### config.mk
export PLATFORM = sky130hd
export DESIGN_NAME = l1d_cache
export DESIGN_NICKNAME = d
export VERILOG_FILES = /design/src/rtl/l1d_cache.sv
export SDC_FILE = /design/constraint.sdc
export NUM_CORES = 1
export LEC_CHECK = 0
export ABC_AREA = 1
export CAP_MARGIN = 20
export CORE_MARGIN = 2
export CORE_UTILIZATION = 57
export CTS_CLUSTER_SIZE = 12
export DETAILED_ROUTE_END_ITERATION = 7
export GPL_TIMING_DRIVEN = 0
export PLACE_DENSITY = 0.87
export REMOVE_ABC_BUFFERS = 1
export SLEW_MARGIN = 25
export SYNTH_ARGS = -nofsm -noshare
export SYNTH_HDL_FRONTEND = slang
export SYNTH_SLANG_ARGS = --single-unit
### constraint.sdc
create_clock -name clock -period 5.1 [get_ports clock]
set_input_delay 1.02 -clock clock [delete_from_list [all_inputs] [get_ports clock]]
set_output_delay 1.02 -clock clock [all_outputs]
set_load 0.03 [all_outputs]
### src/rtl/l1d_cache.sv
// Direct-mapped, one-word-per-line, write-through L1 data cache.
// Define L1D_WRITE_ALLOCATE_EN to install lines on write misses.
module l1d_cache #(
  parameter int LINES = 8
) (
  input  logic        clock,
  input  logic        reset,
  input  logic [31:0] cpu_address,
  input  logic [31:0] cpu_write_data,
  input  logic        cpu_read,
  input  logic        cpu_write,
  output logic [31:0] cpu_read_data,
  output logic        cpu_stall,
  output logic [31:0] mem_address,
  output logic [31:0] mem_write_data,
  output logic        mem_read,
  output logic        mem_write,
  input  logic [31:0] mem_read_data,
  input  logic        mem_stall
);

  localparam int INDEX_BITS = $clog2(LINES);
  localparam int TAG_BITS   = 30 - INDEX_BITS;

`ifdef L1D_WRITE_ALLOCATE_EN
  localparam bit ALLOCATE = 1'b1;
`else
  localparam bit ALLOCATE = 1'b0;
`endif

  typedef enum logic [1:0] {
    IDLE,
    FETCH,
    FILL,
    WRITE
  } state_t;

  state_t               state;
  logic [LINES-1:0]     valid;
  logic [TAG_BITS-1:0]  tags [LINES];
  logic [31:0]          data [LINES];

  logic [INDEX_BITS-1:0] idx;
  logic [TAG_BITS-1:0]   tag;
  logic                  hit;
  logic [1:0]            unused_addr_bits;

  assign idx              = cpu_address[INDEX_BITS+1:2];
  assign tag              = cpu_address[31:INDEX_BITS+2];
  assign hit              = valid[idx] && (tags[idx] == tag);
  assign unused_addr_bits = cpu_address[1:0];

  assign mem_address    = cpu_address;
  assign mem_write_data = cpu_write_data;

  // Reset wins over every state so an in-flight access is dropped.
  always_ff @(posedge clock) begin
    if (reset) begin
      state <= IDLE;
      valid <= '0;
    end else begin
      unique case (state)
        IDLE: begin
          if (cpu_write)
            state <= WRITE;
          else if (cpu_read && !hit)
            state <= FETCH;
        end
        FETCH: begin
          if (!mem_stall)
            state <= FILL;
        end
        FILL: begin
          valid[idx] <= 1'b1;
          tags[idx]  <= tag;
          data[idx]  <= mem_read_data;
          state      <= IDLE;
        end
        WRITE: begin
          if (!mem_stall) begin
            if (hit || ALLOCATE) begin
              valid[idx] <= 1'b1;
              tags[idx]  <= tag;
              data[idx]  <= cpu_write_data;
            end
            state <= IDLE;
          end
        end
        default: state <= IDLE;
      endcase
    end
  end

  always_comb begin
    cpu_stall     = 1'b0;
    cpu_read_data = '0;
    mem_read      = 1'b0;
    mem_write     = 1'b0;
    if (!reset) begin
      unique case (state)
        IDLE: begin
          cpu_stall = cpu_write | (cpu_read & ~hit);
          if (cpu_read && !cpu_write && hit)
            cpu_read_data = data[idx];
        end
        FETCH: begin
          mem_read  = 1'b1;
          cpu_stall = 1'b1;
        end
        FILL: begin
          cpu_read_data = mem_read_data;
        end
        WRITE: begin
          mem_write = 1'b1;
          cpu_stall = mem_stall;
        end
        default: ;
      endcase
    end
  end

endmodule

Yosys cells after proc, flatten, opt, wreduce, memory -nomap -nowiden
Memories as Yosys holds them, arrays and structs flattened.
Index checks and enable logic that the tools add are counted.

word-level totals
  output and inout bits = 99
  bits in writable memories = 472
  latch bits = 0
  memories kept = 2
  register bits after elaboration = 10
  memory bits (read-only) = 0

memory list
  memory  words  width  rd ports  clocked after Yosys merged registers in  wr ports  line  text
  data    8      32     1         0                                        1         41    logic [31:0] data [LINES];
  tags    8      27     1         0                                        1         40    logic [TAG_BITS-1:0] tags [LINES];

operators by class
  mux-type cells = 31
  bitwise gates (word level) = 6
  add/sub/neg operators = 0
  equality and inequality tests = 8
  $lt $le $gt $ge = 2
  reduce and logical (&&, ||, !) cells = 11
  shift operators = 0
  multipliers = 0
  divide/modulo/power cells = 0

operators with widths
  kind                  count
  $mux W32              3
  $pmux W32 S2          1
  $eq A27 B27 Y1        1
  $mux W27              1
  $mux W8               2
  $pmux W8 S2           1
  $mux W1               15
  $mux W2               4
  $or A8 B8 Y8          1
  $pmux W2 S4           1
  $ne A2 B2 Y1 const B  3
  $reduce_and A3 Y1     2
  $logic_and A1 B1 Y1   5
  $eq A2 B2 Y1 const B  2
  $lt A3 B4 Y1 const B  1
  $bmux W1 S3           1
  $demux W1 S3          1
  $ge A3 B1 Y1 const B  1
  $ne A3 B3 Y1 const B  1
  $or A1 B1 Y1          3
  $pmux W1 S3           1
  $eq A2 B1 Y1 const B  1
  $logic_not A1 Y1      2
  $logic_not A2 Y1      1
  other kinds (3)       3

Depth between registers and ports, before layout
Gate-level depths: netlist of run 1.

  depth after elaboration = 9
  mapped depth = 19
  gate-level depth less buffers = 17

Least setup slack after synthesis of run 1
Ideal clock, no wire load.

  path type = input to output
  start = input cpu_address[2]
  end = output cpu_read_data[30]
  required time = 4.080 ns
  arrival = 3.278 ns
  path slack = 0.802 ns
  cell stages on the path = 15
  path buffers = 3
  cell sequence = buf_4 buf_4 or2_1 nand3_1 nand2_1 o21bai_1 o21ai_1 nor2_1 nand2_1 nor2_1 nand2_1 nor2_4 buf_4 nand3_1 o21ai_0

between the ends
  word-level cells in the longest chain between the ends = 7
  elaborated cells on any way between the ends = 10
  those cells by class = 1 x eq/ne; 5 x mux; 2 x reduce/logical; 2 x memory

RTL lines
  item                                           line  text
  start, declared                                8     input logic [31:0] cpu_address,
  $mem_v2 Z8 W27 or $bmux W1 S3 (tied branches)  -
  $eq A27 B27 Y1 or $mux W1 (tied branches)      50    assign hit = valid[idx] && (tags[idx] == tag);
  $logic_and A1 B1 Y1                            50
  $logic_and A1 B1 Y1                            103   if (cpu_read && !cpu_write && hit)
  $mux W32 (*)                                   103
  $pmux W32 S2 (*)                               100   unique case (state)
  $mux W32 (*)                                   99    if (!reset) begin
  end, declared                                  12    output logic [31:0] cpu_read_data,

Every way passes the cells marked *; elsewhere a longest branch is shown, timed or not. The select of a mux whose other input is x is not followed.

Worst setup path in the final report of run 1
  start = input reset
  end = output cpu_read_data[12]

between the ends
  word-level cells in the longest chain between the ends = 1

RTL lines
  item             line  text
  start, declared  7     input logic reset,
  $mux W32         99

No other way between the ends.

==> implementation parameters, run 1 <==
Parameter                              Value

Placed design
  Placed instance count ... 2431
  DP Worst Slack ... -2.12 ns
  Number of buffers added on ports ... 195
  DP Wirelength ... 28500 um
  Total cell area at the placement stage ... 23100 sq um
  Gp weighted congestion ... 0.838

Synth
  Count of synthesis-stage warnings from yosys ... 0
  Area contributors post-synth ... edfxtp_1 (67%), nand2_1 (8.0%), inv_1 (4.0%)
  Top cell type's share of synthesized area ... 67.4%
  Instance count of the mapped netlist ... 1895
  Cell type with the highest aggregate area in the netlist ... edfxtp_1
  Post-synth cell types ... 35
  Portion of the post-synthesis area used by sequential elements ... 68.3%
  Mapped Area ... 21000 sq um
  Asr flop ratio synth ... 0%
  Number of enable flip-flop cells after synthesis ... 472
  Synth Register Bits ... 482
  Main synth FF type ... edfxtp_1
  Syn Area/Cell ... 11.1 sq um

Worst setup path
  Crit Path Category ... in -> out
  Reg2Reg Depth ... 14
  Endpoint arrival time on the critical path ... 4.02 ns
  Launching element type of the critical path ... primary input
  Req. time, crit path ... 4.08 ns
  Critical Path Fanout Max ... 13
  Kind of end point of the critical path ... output pin

GRT
  First-pass GRT wire length ... 79200 um
  Vias in the first global route ... 14900
  Total global-route track usage ... 27.1%
  Number of antenna violations at the first check in global routing ... 0
  Largest net degree at the start of global routing ... 65
  Overall overflow remaining after global route ... 0

STA
  Worst Max-Slew Pin Slew ... 0.910 ns
  Final number of setup-violating endpoints ... 0
  Upper clock frequency limit ... 198 MHz
  Worst-case clock skew ... 0.0291 ns
  Max-slew violation total from the final report ... 0
  Post-layout minimum cycle time ... 5.04 ns
  Hold Fails Final Rpt ... 0
  Worst slew slack as a fraction of its limit ... 39.2%
  Final setup slack of the worst path ... 0.0578 ns
  Period utilisation layout ... 98.9%

Clock tree
  Clock sink total ... 482
  Number of buffers on the longest clock path ... 3
  CTS tree ... done
  H-Tree Level Count ... 2
  Source-to-sink clock delay at the later pin of the worst-skew pair ... 0.58 ns
  Cts bufs inserted ... 47
  Root cell of the clock tree ... clkbuf_16
  Clock transition time at the flip-flop clock pins of the worst setup and hold paths ... 0.06 ns
  Hold_buf cts ... 0

Power
  P per Cell Area ... 337 nW/um^2
  Maximum vdd drop ... 357 uV
  Tot Pwr ... 8.33 mW
  Leakage power ... 9.64 nW

Drt
  Detailed-route wire length on metal 1 ... 19200 um
  Sum of routed wire length over all layers ... 53300 um
  Total length of routed met2 wires ... 26000 um
  Highest metal used ... met4
  DRC marker count from the first detailed-route iteration ... 1670
  Total DRC errors in the routed layout ... 0
  Mean routed wirelength per cell ... 21.1 um
  Via density ... 5.96
  Total via count after detailed routing ... 15100
  Detailed route wirelength on metal3 ... 5730 um
  1st-pass router iterations ... 6
  Detail Route Antenna Nets ... 0

Floorplanning
  Core ar. ... 36400 sq um
  Row cnt ... 70
  Die X-Extent ... 196 um
  Y dimension of the die ... 196 um
  Top-level port count ... 200
  Starting density of the core ... 57.7%
  Floorplan die area ... 38400 sq um

Finish
  Diode count ... 0
  Final cell count without fillers ... 2528
  Relative area change from synthesis to final layout ... 17.6%
  Share of the core filled with cells ... 67.9%
  Nets ... 2138
  Ratio of cells with drive above 1 in the final layout ... 9.66%
  Final instance area ... 24700 sq um

Status
  Status ... finished, final reports clean

Worst hold path
  Hold Path Stages ... 2
  Type of the worst min-delay path ... reg -> reg

Flow run
  Number of maximum-capacitance violations ... 0
cell type report:
type | count | area, sq um
Tap cell | 468 | 586
Multi-Input combinational cell | 1048 | 4980
Sequential cell | 482 | 14400
Fill cell | 2385 | 11700
Inverter | 227 | 906
Timing Repair Buffer | 231 | 2550
Clock buffer | 67 | 1270
Clock inverter | 5 | 68.8
metal layers:
| layer | up-vias | track usage [%] |
|---|---|---|
| met5 | - | 0 |
| met4 | 0 | 13.7 |
| met3 | 225 | 4.07 |
| met2 | 1099 | 46.8 |
| met1 | 7087 | 33.6 |
| li1 | 6667 | - |
state kept, by name (all words and copies together) (netlist names):
register and flops:
tags 216, state 2, data 256, valid 8
cell usage after synthesis, types with 3 or more instances:
| cell type | instances |
|---|---|
| nor2_1 | 177 |
| or2_2 | 17 |
| o22ai_1 | 78 |
| nand4_1 | 27 |
| o21ai_1 | 14 |
| buf_1 | 7 |
| buf_4 | 76 |
| a21oi_1 | 12 |
| inv_2 | 5 |
| nand3_1 | 98 |
| buf_6 | 12 |
| edfxtp_1 | 472 |
| clkbuf_1 | 26 |
| o21ai_2 | 32 |
| inv_1 | 222 |
| nand2_1 | 446 |
| nor3_1 | 38 |
| or2_0 | 6 |
| buf_2 | 22 |
| nand3b_1 | 3 |
| or4_1 | 3 |
| or2_1 | 6 |
| o211ai_1 | 9 |
| o21bai_1 | 10 |
| dfxtp_1 | 10 |
| o21ai_0 | 53 |
metrics by stage:
step / hold slack, ns / TNS (ns)
finish: 0.461 / 0
global route: 0.484 / -0.0456
CTS: 0.459 / 0
detailed placement: 0.448 / -1078.17
global placement: 0.439 / -5450.99
floorplan: 0.427 / 0
final timing paths:
| check | start | slack [ns] | endpoint |
|---|---|---|---|
| worst max-delay path | reset | 0.06 | cpu_read_data[12] |
| worst min-delay path | valid[4]$_SDFFE_PP0P_ | 0.46 | valid[4]$_SDFFE_PP0P_ |
| worst max register to register | tags[0][21]$_DFFE_PP_ | 1.40 | data[1][29]$_DFFE_PP_ |
| worst min register to register | valid[4]$_SDFFE_PP0P_ | 0.46 | valid[4]$_SDFFE_PP0P_ |
repair_timing:
action | CTS | global route
cloned | 7 | 3
setup endpoints to repair | 761 | 33
pin swaps | 6 | 2
resized for setup | 82 | 41
hold endpoints to repair | 0 | 0
setup buffers | 14 | 1
cells in the final DEF (no fill, tap or decap), types with 10 or more instances in the layout:
master,instances
buf_16,11
a21oi_1,12
edfxtp_1,472
nor3_1,36
o22ai_1,78
nand4_1,27
clkbuf_1,19
nand2_1,438
or2_2,17
clkbuf_16,50
buf_4,14
o21ai_1,14
clkdlybuf4s50_1,159
nand3_1,98
o21ai_0,53
nor2_1,174
dfxtp_1,10
inv_1,212
dlygate4sd2_1,14
o21ai_2,32
critical path: stages:
cell             delay, ns
clkdlybuf4s50_1       0.73
nor3_2                0.54
buf_4                 0.30
o21ai_0               0.19
nor4_1                0.53
nand4_1               0.20
nand2_1               0.10
dlygate4sd2_1         0.40
power by group:
group	total, mW	internal [mW]	switching [mW]
logic	0.779	0.276	0.503
clock network	3.15	1.73	1.42
registers	4.39	4.38	0.0117
logic make-up after synthesis:
group | Yosys count | share of synthesized area [%]
compound gates | 211 | 6.33
simple gates | 832 | 16.8
flops | 482 | 68.3
buf+inv | 370 | 8.52
Power figures use the tool's default switching activity.
==> run 2: changes to the inputs <==
--- a/config.mk
+++ b/config.mk
@@ -11,7 +11,6 @@
 export CORE_UTILIZATION = 57
 export CTS_CLUSTER_SIZE = 12
 export DETAILED_ROUTE_END_ITERATION = 7
-export GPL_TIMING_DRIVEN = 0
 export PLACE_DENSITY = 0.87
 export REMOVE_ABC_BUFFERS = 1
 export SLEW_MARGIN = 25
==> run 2 against run 1 <==
  * Critical path depth up 10
  * Final cell count rose by 1.1%
  * Sequential power about the same
==> implementation parameters, run 2 (synthesis results as in run 1) <==
Parameter                              Value

Status
  Status ... finished, final reports clean

Power
  Leakage power ... 9.69 nW (+0.48%)
  Design internal power ... 6.39 mW (about the same)
  Fraction of power spent switching nets ... 23.1% (-0.20 points)
  Net switching power of the design ... 1.92 mW (-1.2%)
  Clock group share of total power ... 37.7% (-0.2 points)
  Maximum vdd drop ... 280 uV (-22%)
  P per Cell Area ... 335 nW/um^2 (-0.52%)
  Fraction of power consumed by sequential logic ... 52.9% (about the same)
  Comb pwr share ... 9.4% (about the same)

Worst hold path
  Type of the worst min-delay path ... reg -> reg
  Hold Path Origin ... valid[1]$_SDFFE_PP0P_

Floorplanning
  Die X-Extent ... 196 um (unchanged)
  Row cnt ... 70 (unchanged)
  Floorplan die area ... 38400 sq um (unchanged)
  Core ar. ... 36400 sq um (unchanged)
  Top-level port count ... 200 (unchanged)
  Y dimension of the die ... 196 um (unchanged)
  Starting density of the core ... 57.7% (unchanged)

Drt
  Detailed-route wire length on metal 1 ... 19100 um (-0.38%)
  Highest metal used ... met5
  Total via count after detailed routing ... 15100 (+0.060%)
  Total length of routed met2 wires ... 26200 um (+1.0%)
  Via density ... 5.90 (-1.0%)
  DRC marker count from the first detailed-route iteration ... 1841 (+10%)
  1st-pass router iterations ... 8 (+2)
  Detail Route Antenna Nets ... 0 (unchanged)
  Sum of routed wire length over all layers ... 53200 um (-0.26%)
  Mean routed wirelength per cell ... 20.8 um (-1.3%)
  Detailed route wirelength on metal3 ... 5600 um (-2.2%)
  Total DRC errors in the routed layout ... 0 (unchanged)

Clock tree
  Source-to-sink clock delay at the later pin of the worst-skew pair ... 0.57 ns (about the same)
  Hold_buf cts ... 0 (unchanged)
  Root cell of the clock tree ... clkbuf_16
  Cts bufs inserted ... 47 (unchanged)
  CTS tree ... done
  Clock sink total ... 482 (unchanged)
  Clock transition time at the flip-flop clock pins of the worst setup and hold paths ... 0.06 ns (about the same)
  H-Tree Level Count ... 2 (unchanged)
  Number of buffers on the longest clock path ... 3 (unchanged)

GRT
  Overall overflow remaining after global route ... 0 (unchanged)
  Total global-route track usage ... 27.4% (+0.22 points)
  Largest net degree at the start of global routing ... 99 (+52%)
  First-pass GRT wire length ... 81300 um (+2.7%)
  Vias in the first global route ... 15100 (+1.2%)
  Number of antenna violations at the first check in global routing ... 1 (+1)

STA
  Worst-case clock skew ... 0.0324 ns (+0.00329 ns)
  Hold Fails Final Rpt ... 0 (unchanged)
  Period utilisation layout ... 99.3% (+0.47 points)
  Upper clock frequency limit ... 197 MHz (-0.47%)
  Max-slew violation total from the final report ... 0 (unchanged)
  Post-Route Hold Slack ... 0.454 ns (-0.00735 ns)
  Worst Max-Slew Pin Slew ... 0.824 ns (-0.0850 ns)
  Final number of setup-violating endpoints ... 0 (unchanged)
  Worst slew slack as a fraction of its limit ... 45.0% (+5.9 points)
  Post-layout minimum cycle time ... 5.07 ns (+0.0238 ns)

Worst setup path
  Kind of end point of the critical path ... output pin
  Worst R2R Start ... tags[0][23]$_DFFE_PP_
  Endpoint arrival time on the critical path ... 4.05 ns (+0.03 ns)
  Crit path largest cell delay ... 0.50 ns (-0.23 ns)
  Worst setup path startpoint ... cpu_address[3]
  Critical Path, Cell by Cell ... clkdlybuf4s50_1, buf_12, nand2_2, buf_4, nor2_1, o21ai_0, nand2_1, nor2_1, nand2_1, and2_0, nand4_1, nor2_1, nand2_1, nor2_4, buf_12, nand3_1, a21oi_2, buf_12
  Req. time, crit path ... 4.08 ns (about the same)
  Critical Path Fanout Max ... 14 (+1)
  Launching element type of the critical path ... primary input
  Crit Path Category ... in -> out
  CP max stage cell ... clkdlybuf4s50_1

Finish
  Biggest registers after layout ... data (256), tags (216), valid (8)
  Ratio of cells with drive above 1 in the final layout ... 10.9% (+1.3 points)
  Top reg by flops ... data
  Nets ... 2164 (+1.2%)
  Final cell count without fillers ... 2555 (+1.1%)
  Diode count ... 0 (unchanged)
  Most common cell after layout, fill and taps aside ... edfxtp_1
  Highest-count cells in the layout ignoring fill and taps ... edfxtp_1 (472), nand2_1 (446), inv_1 (214), nor2_1 (174), clkdlybuf4s50_1 (160)
  Relative area change from synthesis to final layout ... 17.8%
  Max reg flops ... 256 (unchanged)

Placed design
  DP Wirelength ... 30600 um (+7.5%)
  Number of buffers added on ports ... 195 (unchanged)
  Placed instance count ... 2473 (+1.7%)
  Gp weighted congestion ... 0.894 (+6.7%)

Flow run
  Number of maximum-capacitance violations ... 0 (unchanged)
[run 2: cell count changes in the layout (fill, tap and decap cells not counted), sizes merged]
cell,previous run,this run
buf,41,97
clkdlybuf4s15,4,0
clkdlybuf4s50,159,160
nor2,186,183
clkbuf,78,68
bufbuf,2,0
dlygate4sd2,14,0
clkinv,4,6
dlymetal6s2s,0,1
[run 2: layer usage]
layer / GRT usage (%) / up-vias
li1: - / 6708
met1: 35.2 / 7103
met2: 46.1 / 1072
met3: 4.54 / 202
met4: 12.4 / 2
met5: 0 / -
[run 2: final timing paths]
check | end | slack (ns) | cells past startpoint
worst min-delay path | valid[1]$_SDFFE_PP0P_ | 0.45 | 2
worst max-delay path | cpu_read_data[23] | 0.03 | 18
worst max register to register | tags[1][15]$_DFFE_PP_ | 1.78 | 16
worst min register to register | valid[1]$_SDFFE_PP0P_ | 0.45 | 2
[run 2: power groups by stage]
stage          logic (mW)  registers (mW)  clock network (mW)
2_1_floorplan       0.316            4.47                   0
3_5_place_dp        0.748            4.48                   0
3_3_place_gp        0.727            4.47                   0
6_report            0.777            4.39                3.13
4_1_cts             0.761            4.39                3.14
5_1_grt             0.834            4.39                3.28
[run 2: metrics by stage]
stage,utilization (%),worst slack (ns),instance area [sq um],setup TNS (ns),power (mW)
after CTS,67.7,0.0100,24700,0,8.29
after global routing,68.0,-0.0804,24800,-0.970,8.51
after detailed placement,63.9,0.00606,23300,0,5.22
final,68.0,0.0340,24800,0,8.30
after floorplan,-,0.160,20100,0,4.79
after global placement,63.9,0.129,23300,0,5.20
[run 2: cell type report]
cell class,instances,area (sq um)
Clock inverter,7,71.3
Clock buffer,66,1270
Fill cell,2431,11700
Tap cell,468,586
Inverter,227,855
Timing Repair Buffer,260,2720
Multi-Input combinational cell,1045,4910
Sequential cell,482,14400
[run 2: timing repair]
action,4_1_cts,5_1_grt
pin swaps,3,3
setup buffers,0,5
setup endpoints to repair,3,32
resized for setup,0,9
gates cloned,2,2
[run 2: worst max-delay path, delay by kind of cell]
kind / cells / cell delay (ns)
buffers and inverters: 5 / 1.19
AO/OA/AOI/OAI: 2 / 0.39
AND/OR/NAND/NOR: 11 / 1.41
